<file path="src/rtl/opb_register_bank_ppc2simulink.sv">
// Bank of C_NUM_REGS 32-bit software registers on one OPB slave window, with
// byte-enable writes, readback, per-register write strobes and optional pulse mode.
module opb_register_bank_ppc2simulink #(
  parameter logic [31:0] C_BASEADDR    = 32'h0000_0000,
  parameter logic [31:0] C_HIGHADDR    = 32'h0000_00FF,
  parameter int          C_OPB_AWIDTH  = 32,
  parameter int          C_OPB_DWIDTH  = 32,
  parameter int          C_NUM_REGS    = 4,
  parameter logic [63:0] C_PULSE_MASK  = 64'h0,
  parameter logic [31:0] C_RESET_VALUE = 32'h0
) (
  input  logic                      OPB_Clk,
  input  logic                      OPB_Rst_n,
  input  logic [0:C_OPB_AWIDTH-1]   OPB_ABus,
  input  logic [0:3]                OPB_BE,
  input  logic [0:C_OPB_DWIDTH-1]   OPB_DBus,
  input  logic                      OPB_RNW,
  input  logic                      OPB_select,
  input  logic                      OPB_seqAddr,
  output logic [0:C_OPB_DWIDTH-1]   Sl_DBus,
  output logic                      Sl_xferAck,
  output logic                      Sl_errAck,
  output logic                      Sl_retry,
  output logic                      Sl_toutSup,
  output logic [C_NUM_REGS*32-1:0]  user_data_out,
  output logic [C_NUM_REGS-1:0]     user_data_valid
);

  localparam int IW = (C_NUM_REGS > 1) ? $clog2(C_NUM_REGS) : 1;

  typedef enum logic [1:0] {IDLE, ACK, HOLD} state_t;

  state_t          state;
  logic [31:0]     regs [C_NUM_REGS];
  logic [31:0]     rd_data;
  logic            xfer_ack;
  logic [C_NUM_REGS-1:0] valid;

  logic [31:0]     addr;
  logic [31:0]     offset;
  logic [31:0]     wdata;
  logic [3:0]      be;
  logic            hit;
  logic            in_range;
  logic [IW-1:0]   idx;
  logic            unused_bits;

  // Big-endian bus bit k lands on register bit 31-k, so a plain MSB-aligned copy
  // does the remap; an address below the base wraps far past the window span.
  assign addr     = 32'(OPB_ABus);
  assign wdata    = 32'(OPB_DBus);
  assign be       = OPB_BE;
  assign offset   = addr - C_BASEADDR;
  assign hit      = OPB_select && (offset <= (C_HIGHADDR - C_BASEADDR));
  assign in_range = (offset[31:2] < 30'(C_NUM_REGS));
  assign idx      = offset[IW+1:2];

  assign unused_bits = ^{OPB_seqAddr, offset[1:0], offset[31:IW+2]};

  always_ff @(posedge OPB_Clk or negedge OPB_Rst_n) begin
    if (!OPB_Rst_n) begin
      state    <= IDLE;
      xfer_ack <= 1'b0;
      rd_data  <= 32'h0;
      valid    <= '0;
      for (int i = 0; i < C_NUM_REGS; i++) regs[i] <= C_RESET_VALUE;
    end else begin
      xfer_ack <= 1'b0;
      rd_data  <= 32'h0;
      valid    <= '0;

      // A strobe still high means the pulse register was written last edge.
      for (int i = 0; i < C_NUM_REGS; i++) begin
        if (C_PULSE_MASK[i] && valid[i]) regs[i] <= C_RESET_VALUE;
      end

      case (state)
        IDLE: begin
          if (hit) begin
            state    <= ACK;
            xfer_ack <= 1'b1;
            if (OPB_RNW) begin
              rd_data <= in_range ? regs[idx] : 32'h0;
            end else if (in_range) begin
              valid[idx] <= 1'b1;
              for (int b = 0; b < 4; b++) begin
                if (be[b]) regs[idx][8*b +: 8] <= wdata[8*b +: 8];
              end
            end
          end
        end
        ACK:     state <= HOLD;
        HOLD:    if (!OPB_select) state <= IDLE;
        default: state <= IDLE;
      endcase
    end
  end

  assign Sl_DBus         = rd_data;
  assign Sl_xferAck      = xfer_ack;
  assign Sl_errAck       = 1'b0;
  assign Sl_retry        = 1'b0;
  assign Sl_toutSup      = 1'b0;
  assign user_data_valid = valid;

  for (genvar g = 0; g < C_NUM_REGS; g++) begin : g_out
    assign user_data_out[32*g +: 32] = regs[g];
  end

endmodule

</file>
<file path="config.mk">
export PLATFORM = sky130hd
export DESIGN_NAME = opb_register_bank_ppc2simulink
export DESIGN_NICKNAME = d
export VERILOG_FILES = /design/src/rtl/opb_register_bank_ppc2simulink.sv
export SDC_FILE = /design/constraint.sdc
export NUM_CORES = 1
export LEC_CHECK = 0
export ABC_AREA = 1
export CAP_MARGIN = 20
export CORE_ASPECT_RATIO = 0.7
export CORE_MARGIN = 3
export CORE_UTILIZATION = 50
export CTS_CLUSTER_SIZE = 24
export DETAILED_ROUTE_END_ITERATION = 8
export GPL_ROUTABILITY_DRIVEN = 0
export PLACE_DENSITY = 0.94
export SLEW_MARGIN = 20
export SYNTH_ARGS = -nofsm -noshare
export SYNTH_HDL_FRONTEND = slang
export SYNTH_SLANG_ARGS = --single-unit
</file>
<file path="constraint.sdc">
create_clock -name OPB_Clk -period 2.2 [get_ports OPB_Clk]
set_input_delay 0.55 -clock OPB_Clk [delete_from_list [all_inputs] [get_ports OPB_Clk]]
set_output_delay 0.55 -clock OPB_Clk [all_outputs]
set_load 0.05 [all_outputs]
</file>
==> results.md, run 1 <==
- Final worst path period share: 0.9874
- Fin nets: 1110
- Layout cell share with drive strength beyond 1: 0.1219
- Yosys reg bits: 167
- Vias in the first global route: 7709
- Largest net degree at the start of global routing: 61
- CP Max Fanout: 3
- Reg2Reg Setup Slack: just over 400 ps
- Ys Warns: 0
- Placed cell count: 1208
- Clock Tree Buf Depth: 2
- # DRC: 0
- Yosys cell types: 25
- Post-CTS Repair Setup Buffers: 0
- R2R Path Start: state[1]
- Max frequency: 460.3 MHz
- Reg2reg end: user_data_out[122]
- Status: completed
- Clk_lat worst skew: 420 ps
- Avg Inst Size Synth: roughly 9.6 um2
- Fillers: around 840
- Fin cells: 1240
- Clk sinks: 167
- CP max-delay cell: clkdlybuf4s50_1
- R2R depth: 9
- Die H: 107.6 um
- Overall power: 6.502 mW
- Drt wl/cell: 21.80 um
- Crit path required time: 1650 ps
- Type of the worst setup path: register to primary output
- Root Driver: clkbuf_16
- Critical Path Source Type: register
- Crit end category: primary output
- Cells along the critical path: clkdlybuf4s50_1
- Max transition margin: 0.6051
- Standard-cell rows: 36
- WP buf/inv: 1
- Area leader, netlist: dfrtp_1
- Highest-count cells in the layout ignoring fill and taps: nand2_1 (267), dfrtp_1 (167), nand3_1 (129), clkdlybuf4s50_1 (120), dlymetal6s2s_1 (70)
- Register area share after synthesis: 0.5665
- Area grow syn2layout: 50.39%
- Worst Hold Class: input pin to async pin
- Vias: 7415
- Initial core utilization: 0.5199
- Core area: approximately 14000 um2
- # hold bufs at CTS: 0
- Die area: 16270 um2
- Vias per Instance: 5.980
- Commonest non-fill, non-tap cell in the layout: nand2_1
- Total grt overflow: 0
- Synthesized cell area: 7377 um2
- Max-cap viol count: 0
- Cells after Synth: 767
- Layout Skew: 13.13 ps
- Final hold viol count: 0
- Boundary Pins: 241
- Antenna Nets Post-Route: 0
- Arrival @ worst endpoint: 1620 ps
- Clock-pin transition on the worst setup and hold timing paths: 70 ps
- Slowest cell delay on critical path: 820 ps
- First-pass GRT wire length: 41390 um
- Maximum vdd ir drop: about 0.55 mV
- Die outline width: ~150 um
- Drt total wl: 27030 um
- CTS H-tree depth: 4
- Top cell type's share of synthesized area: 0.5665
- Register area: 4179 um2
- Port bufs: 234
- Final-report max-slew violation count: 0
- Main area contributors after synthesis: dfrtp_1 (57%), nand2_1 (14%), nand3_1 (8.8%)
- Largest delay share family, worst path: buffers and inverters
- Final setup fails: 0
- Post-DP HPWL: approximately 18000 um
- Pleak: 6.624 nW
- PD cells: 586.1 nW/um2
- Tightest Pin Transition: approximately 590 ps
- Number of diodes: 0
- Multi-input gate area: between 2000 and 3000 um2
- Detailed Route Iter0 Violations: 776
- Period minus WS final: 2172 ps
- TritonCTS Buffers: 17
- Pre-antenna DRT Iters: 6
- Initial antenna violation count: 0
- CTS tree: built
- GRT Total Usage: 0.3326
[Yosys cell counts]
cell type / count
a211oi_1: 32
and2_0: 1
nand4_1: 6
buf_4: 5
nor2_4: 6
nand3_1: 129
dfrtp_1: 167
buf_2: 16
buf_1: 1
nand2_1: 269
nor2_1: 18
a22oi_1: 64
clkbuf_2: 1
nand2_4: 1
clkbuf_8: 2
clkbuf_1: 9
clkbuf_4: 5
buf_6: 12
nor2_2: 2
nor3b_1: 1
nand4_4: 10
conb_1: 1
clkinv_1: 3
o21ai_0: 1
inv_1: 5
[flip-flops by register name, summed over array words and instances (netlist names)]
signal           flops
state                2
user_data_valid      4
Sl_DBus             32
Sl_xferAck           1
user_data_out      128
[final cells by class]
class,instances,area share
timing repair buffer,300,0.2907
multi-input combinational,543,0.2547
clock buffer,23,0.04579
inverter,8,0.002707
tap,190,0.02143
sequential,167,0.3767
clock inverter,9,0.008007
[where the power goes]
group	switching, mW	internal, mW	leakage (nW)
sequential	0.00000000401	3.07	2.33
clock	1.24	1.75	0.288
combinational	0.269	0.174	4.00
total	1.51	4.99	6.62
[through the flow]
| step | TNS (ps) | utilization | setup slack (ps) | hold slack, ps | area, um2 |
|---|---|---|---|---|---|
| floorplan | 0 | - | 434.6 | 254.4 | 7385 |
| global placement | -23220 | 0.7302 | -222.4 | 480.9 | 10360 |
| detailed placement | -34770 | 0.7302 | -330.3 | 491.1 | 10360 |
| CTS | 0 | 0.7692 | 0.3718 | 117.4 | 10910 |
| global route | -126.6 | 0.7819 | -30.83 | 126.3 | 11090 |
| finish | 0 | 0.7819 | 27.68 | 112.2 | 11090 |
[kinds of logic after synthesis]
| family | count (synthesis) | synth area share |
|---|---|---|
| flip-flops | 167 | 0.5665 |
| AO/OA/AOI/OAI | 97 | 0.09837 |
| AND/OR/NAND/NOR | 443 | 0.2817 |
| other | 1 | 0.0005083 |
| buffers and inverters | 59 | 0.05292 |
[layer usage]
| layer | GRT usage | wire length, um | up-vias |
|---|---|---|---|
| met4 | 0.1578 | 1098 | 0 |
| met2 | 0.5290 | 12660 | 576 |
| met5 | 0 | 0 | - |
| met1 | 0.4135 | 9673 | 3579 |
| li1 | - | - | 3171 |
| met3 | 0.1052 | 3593 | 89 |
[worst max-delay path by stage]
stage,startpoint,endpoint,slack (ps),cells past startpoint
2_1_floorplan,OPB_ABus[19],user_data_out[104],430,9
3_3_place_gp,OPB_ABus[19],user_data_out[58],-220,11
3_5_place_dp,OPB_ABus[2],user_data_out[62],-330,11
4_1_cts,user_data_out[29],user_data_out[29],0.4,1
5_1_grt,OPB_ABus[11],user_data_out[62],-30,11
6_report,user_data_out[76],user_data_out[76],30,1
[repair_timing]
action,4_1_cts,5_1_grt
setup endpoints to repair,35,73
endpoints found under the hold margin,0,0
gates resized for setup,35,72
pin swaps,0,1
Note: power is estimated with default switching activity, not from simulation.
==> run 2, diff against run 1 <==
--- a/config.mk
+++ b/config.mk
@@ -13,6 +13,7 @@
 export CTS_CLUSTER_SIZE = 24
 export DETAILED_ROUTE_END_ITERATION = 8
 export GPL_ROUTABILITY_DRIVEN = 0
+export GPL_TIMING_DRIVEN = 1
 export PLACE_DENSITY = 0.94
 export SLEW_MARGIN = 20
 export SYNTH_ARGS = -nofsm -noshare
==> results of run 2 <==
The final DEF is identical to that of run 1; final timing and power are the same.
==> run 3, diff against run 2 <==
--- a/config.mk
+++ b/config.mk
@@ -14,7 +14,7 @@
 export DETAILED_ROUTE_END_ITERATION = 8
 export GPL_ROUTABILITY_DRIVEN = 0
 export GPL_TIMING_DRIVEN = 1
-export PLACE_DENSITY = 0.94
+export PLACE_DENSITY_LB_ADDON = 0.3
 export SLEW_MARGIN = 20
 export SYNTH_ARGS = -nofsm -noshare
 export SYNTH_HDL_FRONTEND = slang
==> constraint.sdc (replaced) <==
create_clock -name OPB_Clk -period 2.2 [get_ports OPB_Clk]
set_input_delay 0.33 -clock OPB_Clk [delete_from_list [all_inputs] [get_ports OPB_Clk]]
set_output_delay 0.33 -clock OPB_Clk [all_outputs]
set_load 0.05 [all_outputs]
==> results.md, run 3 (synthesized netlist as in run 1, its figures left out) <==
- Pleak: 4.942 nW
- Layout Skew: 10.48 ps
- Period minus WS final: 1998 ps
- Post-CTS Resized: 0
- Clock power frac: 0.460
- Setup TNS: 0 ps
- Final hold viol count: 0
- CTS tree: built
- Die H: 107.6 um
- R2R Path Start: state[1]
- Largest net degree at the start of global routing: 61
- Commonest non-fill, non-tap cell in the layout: nand2_1
- Crit path required time: 1870 ps
- Core area: 14190 um2
- Status: completed
- WP buf/inv: 1
- Crit end category: primary output
- CTS H-tree depth: 4
- Final worst path period share: 0.9082
- Internal: just under 5 mW
- Combinational group share of total power: 0.063
- Max-cap viol count: 0
- RSZ-0062 raised after global routing: no
- Die area: 16270 um2
- Placed cell area: 10010 um2
- Flop pwr share: 0.477
- Clk sinks: 167
- Fin cells: 1212
- Register area: 4179 um2
- Slowest cell delay on critical path: 880 ps
- Max frequency: 500.5 MHz
- Post-CTS Repair Setup Buffers: 0
- Port bufs: 234
- Max reg flops: 128
- Fillers: ~1.0k
- Setup WS post-layout: 201.9 ps
- Pre-antenna DRT Iters: 5
- Fin nets: 1083
- Standard-cell rows: 36
- Initial core utilization: 0.5199
- Max transition margin: 0.5864
- Boundary Pins: 241
- Antenna Nets Post-Route: 0
- Vias: 6993
- Vias per Instance: 5.770
- Min Hold Slack: slightly above 400 ps
- Clock-pin transition on the worst setup and hold timing paths: around 70 ps
- Root Driver: clkbuf_16
- Clock Tree Buf Depth: 2
- CP max-delay cell: clkdlybuf4s50_1
- Worst Hold Class: input pin to async pin
- GRT Total Usage: 0.3038
- Layout cell share with drive strength beyond 1: 0.08611
- Drt wl/cell: 20.08 um
- Total grt overflow: 0
- Reg2Reg Setup Slack: between 400 and 500 ps
- Dpl ws: 23.49 ps
- Tightest Pin Transition: roughly 600 ps
- Placed cell count: 1180
- Util after Layout: 0.7473
- Sw power: 1.498 mW
- Area grow syn2layout: 43.72%
- Initial antenna violation count: 0
- Overall power: ~6.4 mW
- CP Max Fanout: 3
- Detailed Route Iter0 Violations: 681
- Post-DP HPWL: 16300 um
- Highest-count cells in the layout ignoring fill and taps: nand2_1 (269), clkdlybuf4s50_1 (233), dfrtp_1 (167), nand3_1 (129), a22oi_1 (64)
- Reg2reg end: user_data_out[12]
- Drt total wl: roughly 24000 um
- Type of the worst setup path: register to primary output
- Number of diodes: 0
- Final Instance Area: 10600 um2
- First-pass GRT wire length: between 30000 and 40000 um
- Switching share of power: 0.2328
- Vias in the first global route: ~6.9k
- Multi-input gate area: 2820 um2
- Final-report max-slew violation count: 0
- Critical Path Source Type: register
- PD cells: 607.0 nW/um2
- # DRC: 0
- Final setup fails: 0
- Maximum vdd ir drop: 0.4917 mV
- Die outline width: 151.2 um
- TritonCTS Buffers: 17
- Clk_lat worst skew: about 420 ps
- Largest delay share family, worst path: buffers and inverters
- R2R depth: 8
- Cells along the critical path: clkdlybuf4s50_1
- Arrival @ worst endpoint: roughly 1700 ps
[run 3: metal layers]
layer  global-route usage  share of wire
met4              0.09185          0.016
met3              0.07870           0.11
met2               0.4602           0.46
met5                    0              0
met1               0.4323           0.41
[run 3: what timing repair did]
action,4_1_cts,5_1_grt
hold buffers,1,0
endpoints found under the hold margin,47,0
endpoints found under the setup margin,0,0
[run 3: layout make-up]
cell class / instances / share of cell area
sequential: 167 / 0.3941
multi-input combinational: 543 / 0.2660
timing repair buffer: 273 / 0.2595
inverter: 8 / 0.002832
clock buffer: 19 / 0.04177
tap: 190 / 0.02242
clock inverter: 12 / 0.01333
[run 3: worst max-delay path by stage]
stage / slack [ps] / to / start / depth (start not counted)
2_1_floorplan: 650 / user_data_out[104] / OPB_ABus[19] / 9
3_3_place_gp: 90 / user_data_out[47] / OPB_ABus[15] / 11
4_1_cts: 190 / user_data_out[33] / user_data_out[33] / 1
6_report: 200 / user_data_out[109] / user_data_out[109] / 1
5_1_grt: 150 / user_data_out[31] / user_data_out[31] / 1
3_5_place_dp: 20 / user_data_out[12] / OPB_ABus[12] / 11
[run 3: power groups by stage]
stage          Sequential, mW  Clock (mW)  Combinational (mW)
3_3_place_gp             3.13           0               0.396
2_1_floorplan            3.13           0               0.126
3_5_place_dp             3.13           0               0.398
6_report                 3.07        2.96               0.406
5_1_grt                  3.07        3.13               0.433
4_1_cts                  3.07        2.99               0.401
